**src/rtl/vend_credit_ctrl.sv**
```systemverilog
// vend_credit_ctrl
//   Credit accumulator and change dispenser behind the coin validator.
//   Accepts validated coins into a running credit and executes purchases
//   against item_price. It returns leftover credit as greedy 10/5/1 coins
//   over a valid/ready handshake.
// Ports:
//   clk, rst                : clock, async active-high reset
//   coin_strobe/value/ok    : coin from validator with legal verdict
//   select_strobe/item_price: purchase request
//   cancel                  : refund all credit
//   change_ready            : dispenser takes change_coin this cycle
//   credit                  : registered running credit
//   coin_accept/coin_reject : coin verdict pulses
//   vend_pulse/deny_pulse   : purchase outcome pulses
//   change_valid/change_coin: offered change coin
//   busy                    : not idle
module vend_credit_ctrl #(
   parameter int MAX_CREDIT = 50,
   parameter int CREDIT_W   = 7
) (
   input  logic                clk,
   input  logic                rst,
   input  logic                coin_strobe,
   input  logic [3:0]          coin_value,
   input  logic                coin_ok,
   input  logic                select_strobe,
   input  logic [CREDIT_W-1:0] item_price,
   input  logic                cancel,
   input  logic                change_ready,
   output logic [CREDIT_W-1:0] credit,
   output logic                coin_accept,
   output logic                coin_reject,
   output logic                vend_pulse,
   output logic                deny_pulse,
   output logic                change_valid,
   output logic [3:0]          change_coin,
   output logic                busy
);

   typedef enum logic [1:0] {IDLE, VEND, CHANGE} state_t;

   localparam logic [CREDIT_W:0] MAX_SUM = (CREDIT_W+1)'(MAX_CREDIT);

   state_t              state, state_d;
   logic [CREDIT_W-1:0] credit_d;
   logic [CREDIT_W:0]   coin_sum;
   logic [CREDIT_W-1:0] coin_ext;
   logic                acc_d, rej_d, vend_d, deny_d;

   // Largest coin that still fits in the remaining credit.
   function automatic logic [3:0] greedy(input logic [CREDIT_W-1:0] c);
      if (c >= CREDIT_W'(10))     return 4'd10;
      else if (c >= CREDIT_W'(5)) return 4'd5;
      else                        return 4'd1;
   endfunction

   // One extra bit so an over-limit coin is compared, never wrapped.
   assign coin_sum = {1'b0, credit} + {{(CREDIT_W-3){1'b0}}, coin_value};
   assign coin_ext = {{(CREDIT_W-4){1'b0}}, change_coin};

   always_comb begin
      state_d  = state;
      credit_d = credit;
      acc_d    = 1'b0;
      rej_d    = 1'b0;
      vend_d   = 1'b0;
      deny_d   = 1'b0;
      case (state)
         IDLE: begin
            // A cancel with no credit is a no-op and lets lower-priority
            // requests through; any honoured or denied request bounces a coin.
            if (cancel && credit != '0) begin
               state_d = CHANGE;
               rej_d   = coin_strobe;
            end else if (select_strobe) begin
               rej_d = coin_strobe;
               if (item_price != '0 && credit >= item_price) begin
                  credit_d = credit - item_price;
                  state_d  = VEND;
                  vend_d   = 1'b1;
               end else begin
                  deny_d = 1'b1;
               end
            end else if (coin_strobe) begin
               if (coin_ok && coin_sum <= MAX_SUM) begin
                  credit_d = coin_sum[CREDIT_W-1:0];
                  acc_d    = 1'b1;
               end else begin
                  rej_d = 1'b1;
               end
            end
         end
         VEND: begin
            rej_d   = coin_strobe;
            state_d = (credit != '0) ? CHANGE : IDLE;
         end
         CHANGE: begin
            rej_d = coin_strobe;
            if (change_valid && change_ready) begin
               credit_d = credit - coin_ext;
               if (credit_d == '0) state_d = IDLE;
            end
         end
         default: state_d = IDLE;
      endcase
   end

   always_ff @(posedge clk or posedge rst) begin
      if (rst) begin
         state        <= IDLE;
         credit       <= '0;
         coin_accept  <= 1'b0;
         coin_reject  <= 1'b0;
         vend_pulse   <= 1'b0;
         deny_pulse   <= 1'b0;
         change_valid <= 1'b0;
         change_coin  <= 4'd0;
         busy         <= 1'b0;
      end else begin
         state        <= state_d;
         credit       <= credit_d;
         coin_accept  <= acc_d;
         coin_reject  <= rej_d;
         vend_pulse   <= vend_d;
         deny_pulse   <= deny_d;
         // Offer follows next-state credit, so it holds while unacknowledged.
         change_valid <= (state_d == CHANGE);
         change_coin  <= (state_d == CHANGE) ? greedy(credit_d) : 4'd0;
         busy         <= (state_d != IDLE);
      end
   end

endmodule

```
**config.mk**
```make
export PLATFORM = sky130hd
export DESIGN_NAME = vend_credit_ctrl
export DESIGN_NICKNAME = d
export VERILOG_FILES = /design/src/rtl/vend_credit_ctrl.sv
export SDC_FILE = /design/constraint.sdc
export NUM_CORES = 1
export LEC_CHECK = 0
export ABC_CLOCK_PERIOD_IN_PS = 4500
export BUFFER_PORTS_ARGS = -buffer_cell sky130_fd_sc_hd__buf_2
export CORE_ASPECT_RATIO = 0.7
export CORE_UTILIZATION = 40
export CTS_CLUSTER_DIAMETER = 100
export DETAILED_ROUTE_END_ITERATION = 10
export GPL_ROUTABILITY_DRIVEN = 0
export SYNTH_ARGS = -nofsm -noshare
export SYNTH_HDL_FRONTEND = slang
export SYNTH_SLANG_ARGS = --single-unit
```
**constraint.sdc**
```tcl
create_clock -name clk -period 4.5 [get_ports clk]
set_input_delay 0.9 -clock clk [delete_from_list [all_inputs] [get_ports clk]]
set_output_delay 0.9 -clock clk [all_outputs]
set_load 0.005 [all_outputs]
```
# Yosys cells after proc, flatten, opt, wreduce, memory -nomap -nowiden
# Cells that the tools add are included.
# word_totals
register_bits	19
inputBits	18
output_inout_bits	17
wordCells	64
# op_classes
n_addsub	3
magnitude_cmp	4
eq_ne	3
muxes	35
n_reduce_logical	10
# op_table
operator	count
2-to-1 mux 7 bit	6
2-to-1 mux 1 bit	17
case mux 7 bit (2 select lines)	1
nonzero test 7 bit	2
2-to-1 mux 2 bit	6
adder 7 x 4 -> 8 bit	1
less-or-equal comparator 8 x 6 -> 1 bit, second input constant	1
2-to-1 mux 4 bit	2
>= comparator 7 x 3 -> 1 bit, second input constant	1
>= comparator 7 x 4 -> 1 bit, second input constant	1
>= comparator 7 bit	1
zero test 7 bit	1
subtractor 7 x 4 -> 7 bit	1
subtractor 7 bit	1
case mux 2 bit (3 select lines)	1
== test 2 bit, second input constant	2
logical AND 1 bit	4
2-to-1 mux 3 bit	1
== test 2 x 1 -> 1 bit, second input constant	1
zero test 2 bit	1
case mux 1 bit (2 select lines)	1
nonzero test 2 bit	1
OR reduction 2 bit	1

# Longest topological paths before layout
# logic_depth
ltp_word	12
mapped_depth	13
ltp_nobuf	13

# Least setup slack after synthesis
# No wires, ideal clock.
# synth_path
kind	input -> register
startpoint	input port coin_value[0]
endpoint	register change_coin[2]
arrival_ps	3570
required_time_ps	4413
path_slack_ps	844
cell_stages	10
n_path_buf	0
cell_sequence	ha_1 > fa_1 > xnor2_1 > and4_4 > or4_4 > o2111a_2 > or3_4 > a21boi_2 > o211ai_1 > a211oi_2
# synth_via
elab_chain_cells	12
elab_cells_between_ends	13
cone_classes	add/sub: 1; order compare: 3; mux: 8; reduce/logical: 1
# synth_lines
item	line	source
from (decl)	24	input logic [3:0] coin_value,
adder 7 x 4 -> 8 bit (*)	58	assign coin_sum = {1'b0, credit} + {{(CREDIT_W-3){1'b0}}, coin_value};
less-or-equal comparator 8 x 6 -> 1 bit	85	if (coin_ok && coin_sum <= MAX_SUM) begin
logical AND 1 bit	85	
2-to-1 mux 7 bit (*)	85	
2-to-1 mux 7 bit (*)	84	end else if (coin_strobe) begin
2-to-1 mux 7 bit (*)	75	end else if (select_strobe) begin
2-to-1 mux 7 bit (*)	72	if (cancel && credit != '0) begin
case mux 7 bit (2 select lines) (*)	68	case (state)
>= comparator 7 x 3 -> 1 bit	53	else if (c >= CREDIT_W'(5)) return 4'd5;
2-to-1 mux 3 bit	53	
2-to-1 mux 4 bit (*)	52	if (c >= CREDIT_W'(10)) return 4'd10;
2-to-1 mux 4 bit (*)	128	change_coin <= (state_d == CHANGE) ? greedy(credit_d) : 4'd0;
to (signal assigned)	128	
to (decl)	36	output logic [3:0] change_coin,
# Every way passes the cells marked *; elsewhere a longest branch is shown, timed or not.

# Worst setup path after layout
# layout_path
startpoint	input port coin_value[0]
endpoint	register change_coin[2]
# layout_via
elab_chain_cells	12
elab_cells_between_ends	13
cone_classes	add/sub: 1; order compare: 3; mux: 8; reduce/logical: 1
# layout_lines
item	line	source
adder 7 x 4 -> 8 bit (*)	58	
less-or-equal comparator 8 x 6 -> 1 bit	85	
logical AND 1 bit	85	
2-to-1 mux 7 bit (*)	85	
2-to-1 mux 7 bit (*)	84	
2-to-1 mux 7 bit (*)	75	
2-to-1 mux 7 bit (*)	72	
case mux 7 bit (2 select lines) (*)	68	
net credit_d[2]	45	logic [CREDIT_W-1:0] credit_d;
>= comparator 7 x 3 -> 1 bit	53	
2-to-1 mux 3 bit	53	
2-to-1 mux 4 bit (*)	52	
2-to-1 mux 4 bit (*)	128	
# The timed path passes the listed nets; every way through them passes the cells marked *.

==> flow_summary.rst <==
.. list-table::
   :header-rows: 1

   * - Metric
     - Value
   * - Via count of the first global-routing pass
     - 1788
   * - Non-filler instance count after layout
     - 349
   * - Clk buf depth
     - 2
   * - Clock insertion delay at the later pin of the skew report
     - 0.25 ns
   * - Largest area contributor in the synthesized netlist
     - sky130_fd_sc_hd__dfrtp_1
   * - Site row count
     - 21
   * - Final-report max-slew violation count
     - 0
   * - CTS sink cnt
     - 18
   * - Share of cells above drive strength 1
     - 0.1821
   * - GRT Residual Overflow
     - 0
   * - Average size of a mapped cell
     - 8.251 µm²
   * - FF+latch count, synth
     - 18
   * - Static power due to leakage
     - 0.001061 µW
   * - Capturing element type of the critical path
     - register
   * - Layout Skew
     - 0.006723 ns
   * - Headroom to the max-slew limit
     - 0.4743
   * - Total of hold buffers inserted after clock tree synthesis
     - 0
   * - Die Y-Extent
     - 61.96 µm
   * - EDFF count, synth
     - 0
   * - Top-count cell post-synth
     - sky130_fd_sc_hd__inv_1
   * - Post-CTS Setup Repair Bufs
     - 0
   * - H-Tree Level Count
     - 1
   * - Wire length of the first global-routing pass
     - 8949 µm
   * - Buffers on Ports
     - 34
   * - Setup repair after global routing missed its margin
     - no
   * - Post-Syn Nets
     - 289
   * - Top cells by area, synth
     - sky130_fd_sc_hd__dfrtp_1 22%, sky130_fd_sc_hd__ha_1 12%, sky130_fd_sc_hd__a21oi_1 5.8%, sky130_fd_sc_hd__inv_1 4.8%, sky130_fd_sc_hd__xnor2_1 3.4%
   * - Clock slew at reported path FFs
     - 0.07 ns
   * - Post-layout net count
     - 321
   * - Pin count of the biggest net entering global routing
     - 19
   * - Number of antenna repair diodes
     - 0
   * - Area fraction of the dominant cell type after synthesis
     - 0.2192
   * - Power per standard cell area
     - 772.3 nW/µm²
   * - Number of distinct library cells after synthesis
     - 60
   * - Required time reported for the critical path endpoint
     - 4.67 ns
   * - Half-perimeter wire length after placement
     - 4448 µm
   * - Actual slew at the worst max-slew pin
     - 0.7787 ns
   * - Number of nets with antenna violations after detailed routing
     - 0
   * - X dimension of the die
     - 87.66 µm
   * - Worst Path Arrival
     - 3.93 ns
   * - Iteration-0 DRC Markers
     - 134
   * - Remaining routing DRC violations
     - 0
   * - Vias after detailed routing
     - 1994
   * - DR WL/cell
     - 16.07 µm
   * - Post_cts resized
     - 0
   * - Master cell of the clock root buffer
     - sky130_fd_sc_hd__clkbuf_8
   * - Max capacitance violation total
     - 0
   * - Final clock period utilization by the worst path
     - 0.8360
   * - Final sum of negative setup slack
     - 0 ns
   * - Shortest period the worst path allows
     - 3.762 ns
   * - Number of warnings printed during yosys synthesis
     - 0
   * - Timing-limited maximum frequency
     - 0.2658 GHz
   * - First drt pass iteration count
     - 4
   * - Final count of negative-setup-slack endpoints
     - 0
   * - Post-DR vias/cell
     - 5.713
   * - Combined area of all synthesized cells
     - 2054 µm²
   * - Core Area
     - 4861 µm²
   * - Maximum ir drop on the vdd rail
     - 0.3292 mV
   * - I/O pin count
     - 35
   * - Maximum net fanout on the critical path
     - 5
   * - Placed cell count
     - 345
   * - Layout area overhead
     - 13.22%
   * - Total routed wirelength
     - 5610 µm
   * - GRT Resource Usage Total
     - 0.2205
   * - TritonCTS clock tree
     - done
   * - Prevailing post-synth register cell
     - sky130_fd_sc_hd__dfrtp_1
   * - Starting utilization of the core area
     - 0.4227
   * - Final-report hold violation count
     - 0
   * - Path category of the worst min-delay check
     - register to register
   * - Path type of the worst setup path
     - input port to register
   * - Async set-reset flop share out of synthesis
     - 1.000
   * - Sequential fraction of the synthesis area
     - 0.2192
   * - Initial antenna violation count
     - 0
   * - Commonest cells in the netlist
     - 26 x sky130_fd_sc_hd__inv_1, 24 x sky130_fd_sc_hd__a21oi_1, 19 x sky130_fd_sc_hd__ha_1
   * - Run status
     - finished, final reports clean
   * - Die area
     - 5431 µm²
   * - Clock buffer count from CTS
     - 3
   * - Count of mapped cells out of synthesis
     - 249
   * - Type of element launching the critical path
     - input port
-- final cells by class --
type | count | area (µm²)
clock buffers | 4 | 55.05
repair buffers | 34 | 170.2
flip-flops and latches | 18 | 450.4
multi-input cells | 198 | 1466
well taps | 69 | 86.33
fillers | 492 | 2535
inverters | 26 | 97.59
-- where the power goes --
group          internal, µW  total [µW]  switching [µW]
Combinational           569        1310             739
Sequential              230         356             126
Clock                  77.7         133            55.2
Total                   876        1800             920
-- routing by layer --
metal | GRT usage | share of wire | vias up
li1 | - | - | 993
met1 | 0.3384 | 0.53 | 932
met2 | 0.3304 | 0.39 | 62
met3 | 0.03963 | 0.069 | 7
met4 | 0.02576 | 0.010 | 0
met5 | 0 | 0 | -
-- worst paths after layout --
check                                    start                        to  slack [ns]  depth (start not counted)
hold reg to reg             state[1]$_DFF_PP0_        state[1]$_DFF_PP0_        0.64                          2
hold / removal              state[1]$_DFF_PP0_        state[1]$_DFF_PP0_        0.64                          2
setup / recovery                 coin_value[0]  change_coin[2]$_DFF_PP0_        0.74                         10
max in group asynchronous                  rst      vend_pulse$_DFF_PP0_        3.30                          2
min in group asynchronous                  rst       credit[1]$_DFF_PP0_        0.75                          2
setup reg to reg           credit[1]$_DFF_PP0_  change_coin[2]$_DFF_PP0_        0.98                          8
-- placed cells by master (no fill, tap or decap), types with 5 or more instances in the layout --
| cell type | synthesis | final |
|---|---|---|
| sky130_fd_sc_hd__buf_2 | 2 | 34 |
| sky130_fd_sc_hd__ha_1 | 19 | 19 |
| sky130_fd_sc_hd__dfrtp_1 | 18 | 18 |
| sky130_fd_sc_hd__a21oi_1 | 24 | 24 |
| sky130_fd_sc_hd__o21a_1 | 5 | 5 |
| sky130_fd_sc_hd__a21o_1 | 7 | 7 |
| sky130_fd_sc_hd__inv_1 | 26 | 26 |
| sky130_fd_sc_hd__nand3_1 | 8 | 8 |
| sky130_fd_sc_hd__a211oi_1 | 5 | 5 |
| sky130_fd_sc_hd__o211ai_1 | 6 | 6 |
| sky130_fd_sc_hd__nor3_1 | 7 | 7 |
| sky130_fd_sc_hd__nor2_1 | 16 | 16 |
| sky130_fd_sc_hd__nand2_1 | 10 | 10 |
| sky130_fd_sc_hd__o21ai_0 | 11 | 11 |
| sky130_fd_sc_hd__xnor2_1 | 8 | 8 |
| sky130_fd_sc_hd__xor2_1 | 5 | 5 |
-- sequential cells by signal, summed over array words and instances (netlist names) --
signal and flops:
coin_reject 1, credit 7, change_valid 1, vend_pulse 1, state 2, deny_pulse 1, change_coin 3, coin_accept 1
busy 1
-- critical path: stages --
cell,delay (ns)
sky130_fd_sc_hd__buf_2,0.10
sky130_fd_sc_hd__ha_1,0.22
sky130_fd_sc_hd__fa_1,0.47
sky130_fd_sc_hd__xor2_1,0.19
sky130_fd_sc_hd__a2111oi_1,0.44
sky130_fd_sc_hd__or4_4,0.25
sky130_fd_sc_hd__o2111ai_2,0.17
sky130_fd_sc_hd__o311ai_0,0.70
sky130_fd_sc_hd__o211ai_1,0.22
sky130_fd_sc_hd__a211oi_2,0.27
-- through the flow --
stage	area (µm²)	total power, µW	hold WS (ns)	setup WS, ns	util
global placement	2271	1646	0.6233	0.6243	0.4672
detailed placement	2271	1638	0.6216	0.5445	0.4672
global route	2326	1970	0.6669	0.4925	0.4785
CTS	2326	1780	0.6386	0.8066	0.4785
floorplan	2054	1326	0.5733	0.8435	-
finish	2326	1796	0.6402	0.7381	0.4785
-- cells by family (layout without fill, tap and decap cells) --
| group | Yosys count | count (layout) | synth area share |
|---|---|---|---|
| buffers and inverters | 33 | 64 | 0.06699 |
| adders and majority gates | 22 | 22 | 0.1449 |
| muxes | 4 | 4 | 0.02071 |
| and+or+nand+nor | 74 | 74 | 0.2040 |
| AOI/OAI and AO/OA | 85 | 85 | 0.2887 |
| xor gates and xnor gates | 13 | 13 | 0.05542 |
| DFF | 18 | 18 | 0.2192 |
No activity file was read; power rests on OpenSTA's default activity.
